## config.mk

```make
export PLATFORM = sky130hd
export DESIGN_NAME = pc_decode_unit
export DESIGN_NICKNAME = d
export VERILOG_FILES = /design/src/rtl/pc_decode_unit_pkg.sv /design/src/rtl/instr_decoder.sv /design/src/rtl/pc_decode_unit.sv
export SDC_FILE = /design/constraint.sdc
export NUM_CORES = 1
export LEC_CHECK = 0
export ABC_AREA = 1
export BUFFER_PORTS_ARGS = -buffer_cell sky130_fd_sc_hd__buf_4
export CAP_MARGIN = 5
export CORE_MARGIN = 10
export CORE_UTILIZATION = 28
export DETAILED_ROUTE_END_ITERATION = 8
export GPL_TIMING_DRIVEN = 0
export PLACE_DENSITY = 0.57
export SYNTH_ARGS = -nofsm -noshare
export SYNTH_HDL_FRONTEND = slang
export SYNTH_SLANG_ARGS = --single-unit
export TNS_END_PERCENT = 100
```

## constraint.sdc

```tcl
create_clock -name clk -period 1.8 [get_ports clk]
set_input_delay 0.36 -clock clk [delete_from_list [all_inputs] [get_ports clk]]
set_output_delay 0.36 -clock clk [all_outputs]
set_load 0.01 [all_outputs]
```

## src/rtl/pc_decode_unit_pkg.sv

```systemverilog
// Shared definitions for the PC / instruction-decode slice.
// Holds the addressing-mode encodings, ALU opcode constants, the
// instruction-class field values (instruction[27:25]) and the packed
// decode bundle passed from instr_decoder to the top.
package pc_decode_unit_pkg;

  // Addressing modes.
  localparam logic [1:0] AM_IMM    = 2'b00;  // rotated 32-bit immediate (data processing)
  localparam logic [1:0] AM_SHREG  = 2'b01;  // shifted register (data processing)
  localparam logic [1:0] AM_LS_IMM = 2'b10;  // 12-bit immediate offset (load/store)
  localparam logic [1:0] AM_LS_REG = 2'b11;  // register offset (load/store)

  // ALU opcodes (A32 data-processing opcode field).
  localparam logic [3:0] ALU_AND = 4'b0000;
  localparam logic [3:0] ALU_SUB = 4'b0010;
  localparam logic [3:0] ALU_ADD = 4'b0100;
  localparam logic [3:0] ALU_TST = 4'b1000;
  localparam logic [3:0] ALU_TEQ = 4'b1001;
  localparam logic [3:0] ALU_CMP = 4'b1010;
  localparam logic [3:0] ALU_CMN = 4'b1011;

  // Instruction classes, instruction[27:25].
  localparam logic [2:0] CLS_DP_REG = 3'b000;
  localparam logic [2:0] CLS_DP_IMM = 3'b001;
  localparam logic [2:0] CLS_LS_IMM = 3'b010;
  localparam logic [2:0] CLS_LS_REG = 3'b011;
  localparam logic [2:0] CLS_BRANCH = 3'b101;

  typedef struct packed {
    logic [1:0] am;
    logic       rf_en;
    logic [3:0] alu_op;
    logic       load;
    logic       branch_link;
    logic       s_bit;
    logic       rw;
    logic       size;
    logic       datamem_en;
  } decode_t;

  // TST/TEQ/CMP/CMN only set flags; they never write the register file.
  function automatic logic is_compare(input logic [3:0] op);
    return op[3:2] == 2'b10;
  endfunction

endpackage

```

## src/rtl/instr_decoder.sv

```systemverilog
// Combinational A32-style instruction decoder.
// Ports:
//   instr_i  32-bit instruction word
//   dec_o    decode bundle (am, rf_en, alu_op, load, branch_link, s_bit, rw, size, datamem_en)
// The condition field [31:28] is ignored. An all-zero body ([27:0]==0) is a NOP
// and decodes to all zeros, even though it would otherwise look like AND.
module instr_decoder
  import pc_decode_unit_pkg::*;
(
  input  logic [31:0] instr_i,
  output decode_t     dec_o
);

  logic [2:0] cls;
  logic       unused_cond;

  assign cls         = instr_i[27:25];
  assign unused_cond = ^instr_i[31:28];

  always_comb begin
    dec_o = '0;
    if (instr_i[27:0] != 28'd0) begin
      unique case (cls)
        CLS_DP_REG, CLS_DP_IMM: begin
          dec_o.am     = (cls == CLS_DP_IMM) ? AM_IMM : AM_SHREG;
          dec_o.alu_op = instr_i[24:21];
          dec_o.s_bit  = instr_i[20];
          dec_o.rf_en  = ~is_compare(instr_i[24:21]);
        end
        CLS_LS_IMM, CLS_LS_REG: begin
          dec_o.am         = (cls == CLS_LS_IMM) ? AM_LS_IMM : AM_LS_REG;
          dec_o.datamem_en = 1'b1;
          dec_o.load       = instr_i[20];
          dec_o.rf_en      = instr_i[20];
          dec_o.rw         = ~instr_i[20];
          dec_o.size       = instr_i[22];
          // U bit selects whether the offset is added to or subtracted from the base.
          dec_o.alu_op     = instr_i[23] ? ALU_ADD : ALU_SUB;
        end
        CLS_BRANCH: begin
          dec_o.branch_link = 1'b1;
          dec_o.rf_en       = instr_i[24];  // BL writes the return address to R14
          dec_o.alu_op      = ALU_ADD;
        end
        default: dec_o = '0;
      endcase
    end
  end

endmodule

```

## src/rtl/pc_decode_unit.sv

```systemverilog
// Program counter with +4 incrementer plus a combinational instruction decoder.
// Ports:
//   clk          rising-edge clock for the PC register
//   reset        asynchronous active-low reset; clears the PC
//   pc_le        PC load enable; 1 = advance PC to pc_next on the clock edge
//   instruction  instruction word to decode
//   pc_out       current PC
//   pc_next      pc_out + 4 (wraps modulo 2^32)
//   am, rf_en, alu_op, load, branch_link, s_bit, rw, size, datamem_en
//                decode outputs, purely combinational from instruction
module pc_decode_unit
  import pc_decode_unit_pkg::*;
(
  input  logic        clk,
  input  logic        reset,
  input  logic        pc_le,
  input  logic [31:0] instruction,
  output logic [31:0] pc_out,
  output logic [31:0] pc_next,
  output logic [1:0]  am,
  output logic        rf_en,
  output logic [3:0]  alu_op,
  output logic        load,
  output logic        branch_link,
  output logic        s_bit,
  output logic        rw,
  output logic        size,
  output logic        datamem_en
);

  logic [31:0] pc_q, pc_d;
  logic [31:0] pc_inc;
  decode_t     dec;

  always_comb begin
    pc_inc = pc_q + 32'd4;
    pc_d   = pc_le ? pc_inc : pc_q;
  end

  always_ff @(posedge clk or negedge reset) begin
    if (!reset) begin
      pc_q <= 32'd0;
    end else begin
      pc_q <= pc_d;
    end
  end

  assign pc_out  = pc_q;
  assign pc_next = pc_inc;

  instr_decoder u_instr_decoder (
    .instr_i (instruction),
    .dec_o   (dec)
  );

  assign am          = dec.am;
  assign rf_en       = dec.rf_en;
  assign alu_op      = dec.alu_op;
  assign load        = dec.load;
  assign branch_link = dec.branch_link;
  assign s_bit       = dec.s_bit;
  assign rw          = dec.rw;
  assign size        = dec.size;
  assign datamem_en  = dec.datamem_en;

endmodule

```

# Word-level counts from Yosys, hierarchy flattened
# Cells that the tools add are included.
[op_classes] add_sub_neg=1 n_eq_ne=5 n_mux=10 n_bitwise=2 reduce_logical=4
[ops] operator="adder 32 x 3 -> 32 bit, second input constant" n=1
[ops] operator="nonzero test 28 bit" n=1
[ops] operator="case mux 5 bit (3 select lines)" n=1
[ops] operator="two-way mux 13 bit" n=1
[ops] operator="equality test 3 x 2 -> 1 bit, second input constant" n=2
[ops] operator="two-way mux 3 bit" n=2
[ops] operator="two-way mux 1 bit" n=5
[ops] operator="case mux 2 bit (2 select lines)" n=1
[ops] operator="OR reduction 2 bit" n=2
[ops] operator="equality test 3 x 1 -> 1 bit, second input constant" n=1
[ops] operator="equality test 3 bit, second input constant" n=1
[ops] operator="logical NOT 3 bit" n=1
[ops] operator="equality test 2 bit, second input constant" n=1
[ops] operator="inverter 1 bit" n=2
[word_totals] regBits=32 word_cells=23

# Longest topological paths before layout
[depth] ltp_word=4 depth_mapped=10 mapped_depth_nobuf=10

# Modules after synthesis
# Synthesis repeated with hierarchy kept, for this count alone.
[unflattened] cells_unflattened=359 area_unflattened_um2=2311.0
[by_module_without_submodules] mod="pc_decode_unit" n_inst=1 cells_each=300 area_each_um2=2063.2 seq_area_each_um2=750.7
[by_module_without_submodules] mod="instr_decoder" n_inst=1 cells_each=59 area_each_um2=247.7 seq_area_each_um2=0.0

# Worst setup path before layout
# OpenSTA, ideal clock, no wires.
[synth_path] path_kind="register to output" startpoint="register pc_q[2] (netlist: pc_out[2])" endpoint="output port pc_next[12]" arrival_time_ns=1.373 t_required_ns=1.440 path_slack_ns=0.067 stages_incl_launch_ff=7 n_path_buf=0 cell_sequence="dfrtp_1 ha_1 nand2_1 nor2_2 nand2_4 nor2_4 xor2_1"
[synth_via] elab_chain_len=1
[synth_lines] item="from (decl)" line="pc_decode_unit.sv:31" source="logic [31:0] pc_q, pc_d;"
[synth_lines] item="from (signal assigned)" line="pc_decode_unit.sv:44" source="pc_q <= pc_d;"
[synth_lines] item="adder 32 x 3 -> 32 bit" line="pc_decode_unit.sv:36" source="pc_inc = pc_q + 32'd4;"
[synth_lines] item="to (decl)" line="pc_decode_unit.sv:19" source="output logic [31:0] pc_next,"
# Every way passes these cells.

# Worst setup path after layout
[layout_path] startpoint="register pc_q[8] (netlist: pc_out[8])" endpoint="output port pc_next[11]"
# Same word-level chain as after synthesis.

==> impl_metrics.py <==
metrics = {
    "power": {
        "leakage_uw": 0.00205,
        "power.density_nw_per_um2": 664,
        "ir_drop_uv": 705,
    },
    "hold_path": {
        "hp-class": "in2async",
    },
    "timing": {
        "fin_skew_ns": 0.00730,
        "rsz0062_at_grt": "yes",
        "setup_viol": 26,
        "whs_ns": -0.000840,
        "postLayoutSetupSlackWorst_ns": -0.308,
        "hold_violations": 1,
        "slew_headroom": 0.666,
        "worst_pin_slew_ns": 0.501,
        "maxClockFrequency_ghz": 0.474,
        "fin_crit_ns": 2.11,
        "fin_crit_sh": 1.17,
        "maxSlewViolCount": 0,
    },
    "global_routing": {
        "grt_pass1_vias": 2591,
        "grt_pass1_wl_mm": 13.3,
        "grt-ovfl-total": 0,
        "antenna_found_initial": 0,
        "grt_max_degree": 31,
        "grt_use_total": 0.126,
    },
    "place": {
        "postPlaceCellArea_sq_um": 3250,
        "dp_cells": 563,
        "dp_hpwl_mm": 6.39,
        "place_congestion": 0.852,
        "portBuffers": 102,
    },
    "critical_path": {
        "worstPathArrival_ns": 1.75,
        "ff2ff_path_depth": 12,
        "r2r_start": "pc_out[8]$_DFFE_PN0P_",
        "startpoint_type": "register",
        "rr_endpoint": "pc_out[27]$_DFFE_PN0P_",
        "r2r_slack_ns": 0.03,
        "endpoint": "pc_next[11]",
        "required_ns": 1.44,
        "crit_fanout": 5,
        "crit_path_end_kind": "primary output",
        "crit_type": "reg2out",
        "cp-startpoint": "pc_out[8]$_DFFE_PN0P_",
    },
    "drt": {
        "first_pass_iters": 4,
        "vias_per_cell": 4.32,
        "antenna_left": 0,
        "wl_per_cell_microns": 13.8,
        "wl_met3_microns": 753,
        "finalWirelength_mm": 8.30,
        "drc": 0,
        "wl_met1_mm": 3.75,
        "num_vias": 2598,
        "drtIter0Drc": 156,
        "top_layer": "met4",
        "wl_met2_mm": 3.75,
    },
    "finish": {
        "syn_to_final_growth_pct": 66.5,
        "largest_reg_flops": 30,
        "fin_area_sq_um": 3900,
        "fin_nets": 531,
        "final_cells": 601,
        "diodes": 0,
        "layout-drive-gt1-share": 0.476,
    },
    "synth": {
        "synth_area_leaders": "dfrtp_1 32%, nand2_1 25%, nor2_1 8.0%",
        "ys_seq_area_frac": 0.321,
        "yosys_warnings": 0,
        "synth.ff_latch_count": 30,
        "synth_area_leader_cell": "dfrtp_1",
        "netlist.area_leader.share": 0.321,
        "synth_cells": 353,
        "yosys.cell_types.count": 25,
        "netlist_area_sq_um": 2340,
        "avgSynthCellArea_sq_um": 6.64,
    },
    "clock_network": {
        "clockBufferDepth": 2,
        "root_buffer": "clkbuf_8",
        "clock_sinks": 30,
        "clock_latency_ns": 0.28,
        "htreeDepth": 2,
        "cts_tree": "built",
        "cts.clk_slew.worst_paths_ns": 0.07,
        "cts_buffers": 5,
        "cts-hold-fix-buffers": 0,
    },
    "job": {
        "cap_violations": 0,
    },
    "floorplanning": {
        "placementRows": 33,
        "die_y_microns": 111,
        "die_w_microns": 111,
        "die_area_sq_um": 12400,
        "fp.coreArea_sq_um": 8180,
        "start_util": 0.287,
        "ios": 112,
    },
    "run_status": {
        "violations": "hold timing, setup timing",
        "outcome": "complete, but fails checks",
    },
}
==> repair_timing <==
action	4_1_cts	5_1_grt
pin swaps	20	28
gates resized for setup	37	53
setup endpoints to repair	26	28
setup buffers	18	15
==> cells by family (layout without fill, tap and decap cells) <==
logic type,count (synthesis),in the layout,synth area share
AND/OR/NAND/NOR,250,250,0.486
buffers and inverters,43,183,0.0780
flip-flops,30,30,0.321
XOR/XNOR,16,16,0.0823
AO/OA/AOI/OAI,12,12,0.0267
adder cells (fa/ha/maj),1,1,0.00534
other,1,4,0.00160
==> cell type report <==
class,count,area [sq um]
Fill cell,819,4280
Sequential cell,30,769
Inverter,32,123
Timing Repair Buffer,132,1080
Tap cell,105,131
Clock buffer,8,110
Multi-Input combinational cell,283,1630
Buffer,11,62.6
==> through the flow <==
step / total power, uW / util / setup WS, ns / setup TNS, ns
after floorplan: 1200 / - / 0.0669 / 0
after global placement: 1630 / 0.398 / -0.132 / -1.14
after detailed placement: 1640 / 0.398 / -0.146 / -1.28
after CTS: 2470 / 0.444 / -0.320 / -6.30
after global routing: 2750 / 0.477 / -0.411 / -8.45
final: 2590 / 0.477 / -0.308 / -6.06
==> critical path: stages, from the launching register on <==
cell and delay (ns):
dfrtp_1 0.44, nand2_1 0.12, nor2_1 0.21, nand2_4 0.15
nor2_8 0.14, buf_6 0.13, xor2_4 0.15, buf_6 0.12
==> cells in the final DEF, fill, tap and decap left out, types with 3 or more instances in the layout <==
| cell | synthesis | layout |
|---|---|---|
| nand2_1 | 156 | 133 |
| a21oi_1 | 3 | 3 |
| dfrtp_1 | 30 | 15 |
| xor2_2 | 7 | 11 |
| inv_1 | 29 | 29 |
| nand3_1 | 9 | 7 |
| nor2_4 | 7 | 9 |
| clkbuf_8 | 0 | 8 |
| nand2_4 | 3 | 6 |
| nand2_2 | 6 | 26 |
| buf_6 | 0 | 23 |
| dfrtp_2 | 0 | 15 |
| nor2_2 | 3 | 9 |
| buf_4 | 5 | 114 |
| xor2_1 | 9 | 3 |
| conb_1 | 1 | 4 |
| nand3b_1 | 7 | 7 |
| clkbuf_1 | 4 | 4 |
| o21ai_0 | 7 | 7 |
| nor2_1 | 50 | 42 |
| nor2_8 | 3 | 3 |
==> cell usage after synthesis <==
library cell,instances
inv_1,29
nand2_2,6
nor4_1,1
and2_1,4
buf_2,2
o22ai_1,2
nor2_2,3
nor2_8,3
nor2_4,7
buf_4,5
xor2_1,9
a21oi_1,3
nand2_4,3
clkbuf_1,4
xor2_2,7
inv_2,3
dfrtp_1,30
nor2_1,50
o21ai_0,7
nand2_1,156
nand3_1,9
ha_1,1
nand3b_1,7
conb_1,1
nand4_1,1
==> routing by layer <==
metal	global-route usage	up-vias
met3	0.0494	4
li1	-	1330
met2	0.195	102
met4	0.0111	0
met1	0.168	1162
met5	0	-
==> worst min-delay path by stage <==
stage | end | slack, ns | cells past startpoint
6_report | pc_out[4]$_DFFE_PN0P_ | -0.0008 | 1
5_1_grt | pc_out[3]$_DFFE_PN0P_ | 0.03 | 1
4_1_cts | pc_out[3]$_DFFE_PN0P_ | 0.01 | 1
3_5_place_dp | pc_out[4]$_DFFE_PN0P_ | 0.32 | 1
3_3_place_gp | pc_out[4]$_DFFE_PN0P_ | 0.32 | 1
2_1_floorplan | pc_out[10]$_DFFE_PN0P_ | 0.06 | 0
==> report_power, final <==
group	leakage [uW]	switching [uW]	internal [uW]
Clock	0.0000575	268	386
Combinational	0.00160	504	559
Sequential	0.000385	124	749
Power figures use the tool's default switching activity.
